File: config.mk
export PLATFORM = sky130hd
export DESIGN_NAME = sync_fifo_param
export DESIGN_NICKNAME = d
export VERILOG_FILES = /design/src/rtl/sync_fifo_param.sv
export SDC_FILE = /design/constraint.sdc
export NUM_CORES = 1
export LEC_CHECK = 0
export CAP_MARGIN = 20
export CORE_MARGIN = 4
export CORE_UTILIZATION = 30
export CTS_BUF_LIST = sky130_fd_sc_hd__clkbuf_8
export CTS_CLUSTER_DIAMETER = 120
export CTS_CLUSTER_SIZE = 24
export DETAILED_ROUTE_END_ITERATION = 10
export GPL_TIMING_DRIVEN = 0
export PLACE_DENSITY = 0.5
export SETUP_SLACK_MARGIN = 0.3
export SYNTH_ARGS = -nofsm -noshare
export SYNTH_HDL_FRONTEND = slang
export SYNTH_SLANG_ARGS = --single-unit
File: constraint.sdc
create_clock -name c -period 2.6 [get_ports c]
set_input_delay 0.52 -clock c [delete_from_list [all_inputs] [get_ports c]]
set_output_delay 0.52 -clock c [all_outputs]
set_load 0.01 [all_outputs]
File: src/rtl/sync_fifo_param.sv
// sync_fifo_param: single-clock FIFO with configurable width and depth.
// Keeps an explicit occupancy count, so every one of the DEPTH entries is usable.
// Provides almost-full/almost-empty thresholds, sticky overflow/underflow flags
// and a synchronous flush.
module sync_fifo_param #(
    parameter int WIDTH    = 8,
    parameter int DEPTH    = 16,
    parameter int AF_LEVEL = 12,
    parameter int AE_LEVEL = 2
) (
    input  logic                   c,
    input  logic                   rst,
    input  logic [WIDTH-1:0]       i,
    input  logic                   w,
    input  logic                   r,
    input  logic                   clr,
    output logic [WIDTH-1:0]       o,
    output logic                   empty,
    output logic                   full,
    output logic                   almost_empty,
    output logic                   almost_full,
    output logic [$clog2(DEPTH):0] count,
    output logic                   ovf,
    output logic                   udf
);

    localparam int AW = $clog2(DEPTH);
    localparam int PW = AW + 1;

    localparam logic [PW-1:0] PTR_ONE = PW'(1);
    localparam logic [PW-1:0] DEPTH_C = PW'(DEPTH);
    localparam logic [PW-1:0] AF_C    = PW'(AF_LEVEL);
    localparam logic [PW-1:0] AE_C    = PW'(AE_LEVEL);

    // Pointers carry one extra wrap bit above the index bits.
    logic [PW-1:0]    wr_ptr_q, wr_ptr_d;
    logic [PW-1:0]    rd_ptr_q, rd_ptr_d;
    logic [PW-1:0]    count_q, count_d;
    logic [WIDTH-1:0] o_q, o_d;
    logic             ovf_q, ovf_d;
    logic             udf_q, udf_d;
    logic [WIDTH-1:0] mem [DEPTH];

    logic rd_ok;
    logic wr_ok;

    // Flags are decoded from the registered count so they line up with count.
    assign empty        = (count_q == '0);
    assign full         = (count_q == DEPTH_C);
    assign almost_empty = (count_q <= AE_C);
    assign almost_full  = (count_q >= AF_C);

    // A write at full is still accepted when a read frees the oldest slot in the same cycle.
    assign rd_ok = r && !empty;
    assign wr_ok = w && (!full || rd_ok);

    assign o     = o_q;
    assign count = count_q;
    assign ovf   = ovf_q;
    assign udf   = udf_q;

    // Next-state logic: flush first, then the accepted read/write and the sticky errors.
    always_comb begin
        // NOTE: every _d is given its hold value first, so no path through this block can infer a latch.
        wr_ptr_d = wr_ptr_q;
        rd_ptr_d = rd_ptr_q;
        count_d  = count_q;
        o_d      = o_q;
        ovf_d    = ovf_q;
        udf_d    = udf_q;
        if (clr) begin
            wr_ptr_d = '0;
            rd_ptr_d = '0;
            count_d  = '0;
            ovf_d    = 1'b0;
            udf_d    = 1'b0;
        end else begin
            if (rd_ok) begin
                o_d      = mem[rd_ptr_q[AW-1:0]];
                rd_ptr_d = rd_ptr_q + PTR_ONE;
            end
            if (wr_ok) begin
                wr_ptr_d = wr_ptr_q + PTR_ONE;
            end
            case ({wr_ok, rd_ok})
                2'b10:   count_d = count_q + PTR_ONE;
                2'b01:   count_d = count_q - PTR_ONE;
                default: count_d = count_q;
            endcase
            if (w && !wr_ok) ovf_d = 1'b1;
            if (r && empty)  udf_d = 1'b1;
        end
    end

    // Control state register with asynchronous active-low reset.
    always_ff @(posedge c or negedge rst) begin
        if (!rst) begin
            wr_ptr_q <= '0;
            rd_ptr_q <= '0;
            count_q  <= '0;
            o_q      <= '0;
            ovf_q    <= 1'b0;
            udf_q    <= 1'b0;
        end else begin
            // NOTE: non-blocking assignments let every register sample the pre-edge state together.
            wr_ptr_q <= wr_ptr_d;
            rd_ptr_q <= rd_ptr_d;
            count_q  <= count_d;
            o_q      <= o_d;
            ovf_q    <= ovf_d;
            udf_q    <= udf_d;
        end
    end

    // Storage write; a flush in the same cycle cancels the write.
    always_ff @(posedge c) begin
        // NOTE: the array has no reset; the empty flag already hides stale contents.
        if (wr_ok && !clr) begin
            mem[wr_ptr_q[AW-1:0]] <= i;
        end
    end

endmodule

==> impl_summary.log, run 1 <==
INFO  metric drive_gt1_share = 31.1%
INFO  metric final_cell_mix = sky130_fd_sc_hd__edfxtp_1, sky130_fd_sc_hd__mux4_2, sky130_fd_sc_hd__clkdlybuf4s50_1, sky130_fd_sc_hd__nand2_1, sky130_fd_sc_hd__dfrtp_1
INFO  metric worst_setup_hold_path_clk_slew = 0.08 ns
INFO  metric powerDensity = 839 nW/um^2
INFO  metric fin_skew = 0.0164 ns
INFO  metric die_height = 151 um
INFO  metric async_reset_ff_share = 15.2%
INFO  metric synthesis.yosys.warnings = 0
INFO  metric drtPass1Iterations = 4
INFO  metric total_power = 0.00627 W
INFO  metric cts_root_buf = sky130_fd_sc_hd__clkbuf_8
INFO  metric fp.dieArea = 22900 um^2
INFO  metric clock_sinks = 151
INFO  metric max_clock_freq = 0.398 GHz
INFO  metric crit_path_max_fanout = 4
INFO  metric global_route.overflow_total = 0
INFO  metric setup_viol_count_final = 0
INFO  metric hold_slack = 0.333 ns
INFO  metric ys_types = 37
INFO  metric maximum_number_of_pins_on_one_net_before_global_route_repair = 20
INFO  metric drc = 0
INFO  metric numCtsBuffers = 17
INFO  metric timing.critical_path.to_type = flop
INFO  metric ir_worst_vdd = 408 uV
INFO  metric syn_nets = 364
INFO  metric synthCells = 342
INFO  metric synthToLayoutAreaGrowth = 21.4%
INFO  metric crit_arrival = 2.90 ns
INFO  metric timing.max_cap.violations = 0
INFO  metric slew_viol_final = 0
INFO  metric timing.final.crit_share = 96.7%
INFO  metric worst_slew_pin_slew = 0.675 ns
INFO  metric hold_buffers = 0
INFO  metric drtAntennaViolNets = 0
INFO  metric first_iter_violations = 215
INFO  metric fin_crit = 2.51 ns
INFO  metric routed_via_density = 4.69
INFO  metric port-buffer-count = 31
INFO  metric synth_top_flop_cell = sky130_fd_sc_hd__edfxtp_1
INFO  metric io_pins = 32
INFO  metric diodes = 0
INFO  metric timing.setup.critical_path_class = flop to flop
INFO  metric synth_seq_area_share = 71.7%
INFO  metric floorplan.initialDensity = 30.5%
INFO  metric number_of_antenna_violations_at_the_first_check_in_global_routing = 0
INFO  metric layout_commonest_cell = sky130_fd_sc_hd__edfxtp_1
INFO  metric clock_latency_reported_for_the_late_side_of_the_worst_skew_pair = 0.46 ns
INFO  metric run_status = finished, final reports clean
INFO  metric synth_edf_count = 128
INFO  metric unrepaired_setup_endpoints_after_global_routing = yes
INFO  metric report.final.hold_viol_count = 0
INFO  metric syn_avg_cell_area = 18.0 um^2
INFO  metric cts_tree = built
INFO  metric worstHoldPathType = input pin to asynchronous set/reset pin
INFO  metric grt_pass1_wl = 20400 um
INFO  metric fin_nets = 427
INFO  metric cts_htree_levels = 4
INFO  metric fp.dieW = 151 um
INFO  metric flops_latches_synth = 151
INFO  metric startpoint_class = flop
INFO  metric power.static_leakage = 2.41 nW
INFO  metric fp.coreArea = 20200 um^2
INFO  metric placementRows = 52
INFO  metric finalCoreUtilization = 37.0%
INFO  metric post_drt_wl_per_cell = 18.9 um
INFO  metric gp_routability_congestion = 0.770
INFO  metric detail_route.wirelength = 13000 um
INFO  metric first_global_vias = 3522
INFO  metric cp_data_required_time = 2.99 ns
INFO  metric vias = 3226
INFO  metric setup-tns-final = 0 ns
INFO  metric synthesis.area = 6160 um^2
INFO  metric filler_cell_count = 1867
INFO  metric total_track_usage = 12.3%
INFO  metric max_slew_margin = 55.0%
INFO  metric clockBufferDepth = 2
INFO  metric detailed_place_hpwl = 8520 um
cell families (layout without fill, tap and decap cells):
| family | Yosys count | count (layout) | synth area share (%) |
|---|---|---|---|
| compound gates | 24 | 24 | 3.13 |
| xor+xnor | 9 | 9 | 1.28 |
| fa+ha+maj | 9 | 9 | 1.95 |
| buf+inv | 25 | 101 | 1.81 |
| flops | 151 | 151 | 71.7 |
| mux | 50 | 50 | 14.6 |
| simple gates | 74 | 74 | 5.48 |
cell usage after synthesis, drive strengths merged, types with 2 or more instances:
| master | number | area [um^2] |
|---|---|---|
| o31ai | 3 | 22.5 |
| nand3 | 3 | 27.5 |
| edfxtp | 128 | 3840 |
| mux4 | 32 | 721 |
| or2 | 2 | 12.5 |
| a21oi | 6 | 30.0 |
| or4 | 2 | 18.8 |
| nand3b | 2 | 15.0 |
| mux2i | 17 | 170 |
| inv | 8 | 30.0 |
| xor2 | 6 | 52.6 |
| o21ai | 3 | 22.5 |
| nand2 | 23 | 88.8 |
| o221ai | 8 | 70.1 |
| clkbuf | 7 | 26.3 |
| nor2 | 35 | 131 |
| dfrtp | 23 | 576 |
| xnor2 | 3 | 26.3 |
| ha | 8 | 100 |
| buf | 10 | 55.1 |
| or3 | 3 | 18.8 |
stage by stage:
step           instances  cell area (um^2)  worst slack, ns
3_5_place_dp         644              6880           -0.310
4_1_cts              686              7400           0.0757
5_1_grt              688              7480         -0.00521
3_3_place_gp         643              6850           -0.303
6_report             688              7480           0.0861
2_1_floorplan        342              6200            0.148
path summary, 6_finish.rpt:
path	end	from	depth (start not counted)	slack [ns]
setup reg to reg	count[4]$_DFFE_PN0P_	count[0]$_DFFE_PN0P_	10	0.09
min in group c	udf$_DFFE_PN0P_	udf$_DFFE_PN0P_	2	0.51
max in group asynchronous	count[0]$_DFFE_PN0P_	rst	2	1.83
hold / removal	count[2]$_DFFE_PN0P_	rst	1	0.33
setup / recovery	count[4]$_DFFE_PN0P_	count[0]$_DFFE_PN0P_	10	0.09
hold reg to reg	udf$_DFFE_PN0P_	udf$_DFFE_PN0P_	2	0.51
power breakdown:
group / leakage, nW / internal [W] / switching (W)
clock: 0.176 / 0.000755 / 0.000915
combinational: 0.789 / 0.000891 / 0.000825
sequential: 1.45 / 0.00276 / 0.000124
total: 2.41 / 0.00441 / 0.00186
registers in the layout (all words and copies together) (netlist names):
register,count
udf,1
count,5
wr_ptr_q,4
rd_ptr_q,4
o,8
mem,128
ovf,1
final cells by class:
| cell class | instances | area (um^2) | share of cell area (%) |
|---|---|---|---|
| plain buffers | 17 | 104 | 1.39 |
| inverters | 8 | 32.5 | 0.435 |
| repair buffers | 44 | 430 | 5.76 |
| multi-input cells | 166 | 1790 | 23.9 |
| clock buffers | 17 | 234 | 3.13 |
| clock inverters | 15 | 126 | 1.69 |
| flip-flops and latches | 151 | 4420 | 59.1 |
| well taps | 270 | 338 | 4.52 |
worst max-delay path: stages (launching register included):
cell	delay [ns]
sky130_fd_sc_hd__dfrtp_2	0.44
sky130_fd_sc_hd__or4_4	0.54
sky130_fd_sc_hd__buf_6	0.14
sky130_fd_sc_hd__o21ai_4	0.17
sky130_fd_sc_hd__buf_6	0.13
sky130_fd_sc_hd__fa_2	0.20
sky130_fd_sc_hd__nand2b_4	0.13
sky130_fd_sc_hd__a21oi_2	0.05
sky130_fd_sc_hd__xor2_1	0.17
sky130_fd_sc_hd__or4_1	0.40
sky130_fd_sc_hd__nand3_1	0.08
layer usage:
layer	global-route usage, %	wire length [um]
met1	16.0	5910
met2	20.3	6470
met3	3.41	522
met4	3.40	111
met5	0	0
repair_timing:
item                                    in CTS  in global routing
resized for setup                           33                 21
endpoints found under the setup margin     141                 40
pin swaps                                    9                  1
buffers inserted                            10                  2
Power figures use the tool's default switching activity.
==> run 2, diff against run 1 <==
--- a/config.mk
+++ b/config.mk
@@ -15,6 +15,7 @@
 export GPL_TIMING_DRIVEN = 0
 export PLACE_DENSITY = 0.5
 export SETUP_SLACK_MARGIN = 0.3
+export SLEW_MARGIN = 20
 export SYNTH_ARGS = -nofsm -noshare
 export SYNTH_HDL_FRONTEND = slang
 export SYNTH_SLANG_ARGS = --single-unit
==> run 2 against run 1 <==
Compared with the run above: register-to-register slack better by 0.04 ns; clock-buffer cell count unchanged; non-clock buffer count down 1; setup slack better by 0.043 ns; fmax up 1.8%; largest power group unchanged; clock power up 14%; utilization up 0.11 points; clock skew down 0.0044 ns; power up 4.0%; die area unchanged; worst hold slack worse by 0.28 ns; sequential cell count unchanged; highest routed layer unchanged.
==> impl_summary.log, run 2 (synthesis gave the netlist of run 1 again) <==
INFO  metric clock_latency_reported_for_the_late_side_of_the_worst_skew_pair = 0.45 ns (about the same)
INFO  metric worstHoldPathType = input pin to asynchronous set/reset pin
INFO  metric cts_root_buf = sky130_fd_sc_hd__clkbuf_8
INFO  metric drc = 0 (unchanged)
INFO  metric first_global_vias = 3473 (-1.4%)
INFO  metric vias = 3247 (+0.65%)
INFO  metric register_area = 4420 um^2 (about the same)
INFO  metric die_height = 151 um (unchanged)
INFO  metric layout_commonest_cell = sky130_fd_sc_hd__edfxtp_1
INFO  metric synthToLayoutAreaGrowth = 21.7%
INFO  metric worst_setup_hold_path_clk_slew = 0.08 ns (about the same)
INFO  metric placementRows = 52 (unchanged)
INFO  metric powerDensity = 870 nW/um^2 (+3.7%)
INFO  metric total_power = 0.00653 W (+4.0%)
INFO  metric numCtsBuffers = 17 (unchanged)
INFO  metric fp.coreArea = 20200 um^2 (unchanged)
INFO  metric crit_path_max_incr_delay = 0.52 ns (-0.02 ns)
INFO  metric drtPass1Iterations = 4 (unchanged)
INFO  metric grt_pass1_wl = 20200 um (-1.2%)
INFO  metric critPathBufInv = 2 (unchanged)
INFO  metric worstRegToRegCells = 10 (unchanged)
INFO  metric fin_crit = 2.47 ns (-0.0433 ns)
INFO  metric first_iter_violations = 276 (+28%)
INFO  metric clockBufferDepth = 2 (unchanged)
INFO  metric timing.max_cap.violations = 0 (unchanged)
INFO  metric total_track_usage = 12.3% (-0.040 points)
INFO  metric global_route.overflow_total = 0 (unchanged)
INFO  metric detailed_place_hpwl = 8510 um (about the same)
INFO  metric dpl_cell_area = 6840 um^2 (-0.47%)
INFO  metric cp_top_family = simple AND/OR/NAND/NOR gates
INFO  metric drtAntennaViolNets = 0 (unchanged)
INFO  metric fp.dieW = 151 um (unchanged)
INFO  metric setup_viol_count_final = 0 (unchanged)
INFO  metric clock_sinks = 151 (unchanged)
INFO  metric crit_path_max_fanout = 4 (unchanged)
INFO  metric run_status = finished, final reports clean
INFO  metric floorplan.initialDensity = 30.5% (unchanged)
INFO  metric cells_along_the_critical_path = or4_4 -> buf_6 -> o21ai_4 -> inv_4 -> ha_4 -> nand2b_1 -> a21oi_2 -> xor2_1 -> or4_1 -> nand3_1
INFO  metric cts_tree = built
INFO  metric timing.setup.critical_path_class = flop to flop
INFO  metric worst_slew_pin_slew = 0.693 ns (+0.0170 ns)
INFO  metric gp_routability_congestion = 0.770 (unchanged)
INFO  metric unrepaired_setup_endpoints_after_global_routing = yes
INFO  metric max_clock_freq = 0.405 GHz (+1.8%)
INFO  metric regToRegSetupSlack = 0.13 ns (+0.04 ns)
INFO  metric diodes = 0 (unchanged)
INFO  metric number_of_antenna_violations_at_the_first_check_in_global_routing = 0 (unchanged)
INFO  metric final_cell_mix = sky130_fd_sc_hd__edfxtp_1, sky130_fd_sc_hd__mux4_2, sky130_fd_sc_hd__clkdlybuf4s50_1, sky130_fd_sc_hd__nand2_1, sky130_fd_sc_hd__dfrtp_1
INFO  metric timing.critical_path.to_type = flop
INFO  metric cts_htree_levels = 4 (unchanged)
INFO  metric cp_data_required_time = 2.98 ns (about the same)
INFO  metric ir_worst_vdd = 338 uV (-17%)
INFO  metric port-buffer-count = 31 (unchanged)
INFO  metric fin_nets = 426 (-0.23%)
INFO  metric filler_cell_count = 1878 (+0.59%)
INFO  metric max_slew_margin = 53.8% (-1.1 points)
INFO  metric drive_gt1_share = 30.8% (-0.33 points)
INFO  metric crit_arrival = 2.85 ns (-0.05 ns)
INFO  metric post_drt_wl_per_cell = 19.1 um (+0.77%)
INFO  metric startpoint_class = flop
INFO  metric final_area = 7500 um^2 (+0.30%)
INFO  metric critical_path_top_delay_cell = sky130_fd_sc_hd__or4_4
INFO  metric report.final.hold_viol_count = 0 (unchanged)
INFO  metric routed_via_density = 4.73 (+0.94%)
INFO  metric io_pins = 32 (unchanged)
INFO  metric levels_on_crit_path = 10 (unchanged)
INFO  metric maximum_number_of_pins_on_one_net_before_global_route_repair = 24 (+20%)
INFO  metric detail_route.wirelength = 13100 um (+0.48%)
INFO  metric largest_reg_flops = 128 (unchanged)
INFO  metric fin_skew = 0.0120 ns (-0.00436 ns)
INFO  metric timing.final.crit_share = 95.0% (-1.7 points)
INFO  metric fp.dieArea = 22900 um^2 (unchanged)
INFO  metric slew_viol_final = 0 (unchanged)
INFO  metric multi_input_gate_area = 1790 um^2 (about the same)
INFO  metric power.static_leakage = 2.43 nW (+0.78%)
## run 2: changes by cell type in the layout (fill, tap and decap cells not counted), sizes merged
cell,previous run,this run
buf,22,23
dlygate4sd2,2,1
clkbuf,25,24
clkinvlp,3,1
bufinv,1,4
clkinv,7,5
## run 2: through the flow
stage	setup WS (ns)	util (%)	hold WS, ns	cells	TNS [ns]
detailed placement	-0.307	33.8	0.500	643	-28.38
floorplan	0.148	-	0.224	342	0
global placement	-0.303	33.8	0.492	643	-25.33
finish	0.129	37.1	0.0544	686	0
CTS	0.0626	36.6	0.0418	681	0
global route	-0.00507	37.1	0.0715	686	-0.00507
## run 2: worst reg2reg max path, stage by stage (launching register included)
cell,delay (ns)
sky130_fd_sc_hd__dfrtp_2,0.44
sky130_fd_sc_hd__or4_4,0.52
sky130_fd_sc_hd__buf_6,0.14
sky130_fd_sc_hd__o21ai_4,0.20
sky130_fd_sc_hd__inv_4,0.07
sky130_fd_sc_hd__ha_4,0.26
sky130_fd_sc_hd__nand2b_1,0.06
sky130_fd_sc_hd__a21oi_2,0.14
sky130_fd_sc_hd__xor2_1,0.09
sky130_fd_sc_hd__or4_1,0.40
sky130_fd_sc_hd__nand3_1,0.08
## run 2: path summary, 6_finish.rpt
| kind | startpoint | to |
|---|---|---|
| worst max-delay path | count[0]$_DFFE_PN0P_ | count[4]$_DFFE_PN0P_ |
| worst min-delay path | rst | count[3]$_DFFE_PN0P_ |
| worst max register to register | count[0]$_DFFE_PN0P_ | count[4]$_DFFE_PN0P_ |
| worst min register to register | udf$_DFFE_PN0P_ | udf$_DFFE_PN0P_ |
| max in group asynchronous | rst | count[0]$_DFFE_PN0P_ |
| min in group c | udf$_DFFE_PN0P_ | udf$_DFFE_PN0P_ |
## run 2: power breakdown
part | switching (W) | internal (W) | leakage (nW)
logic | 0.000834 | 0.000894 | 0.768
clock network | 0.000878 | 0.00103 | 0.216
registers | 0.000118 | 0.00277 | 1.45
## run 2: layout make-up
type,count,area share [%]
sequential,151,59.0
multi-input combinational,166,23.9
timing repair buffer,43,5.27
tap,270,4.50
clock buffer,17,3.12
clock inverter,14,2.45
buffer,17,1.35
inverter,8,0.434
## run 2: repair_timing
action	CTS	global route
resized for setup	30	21
buffers inserted	7	5
hold buffers	0	0
pin swaps	5	8
setup endpoints to repair	141	60
## run 2: metal layers
metal  wire [um]  GRT usage (%)  up-vias
li1            -              -     1456
met1        5830           15.8     1702
met2        6510           20.2       79
met3         613           3.53       10
met4         119           3.49        0
met5           0              0        -
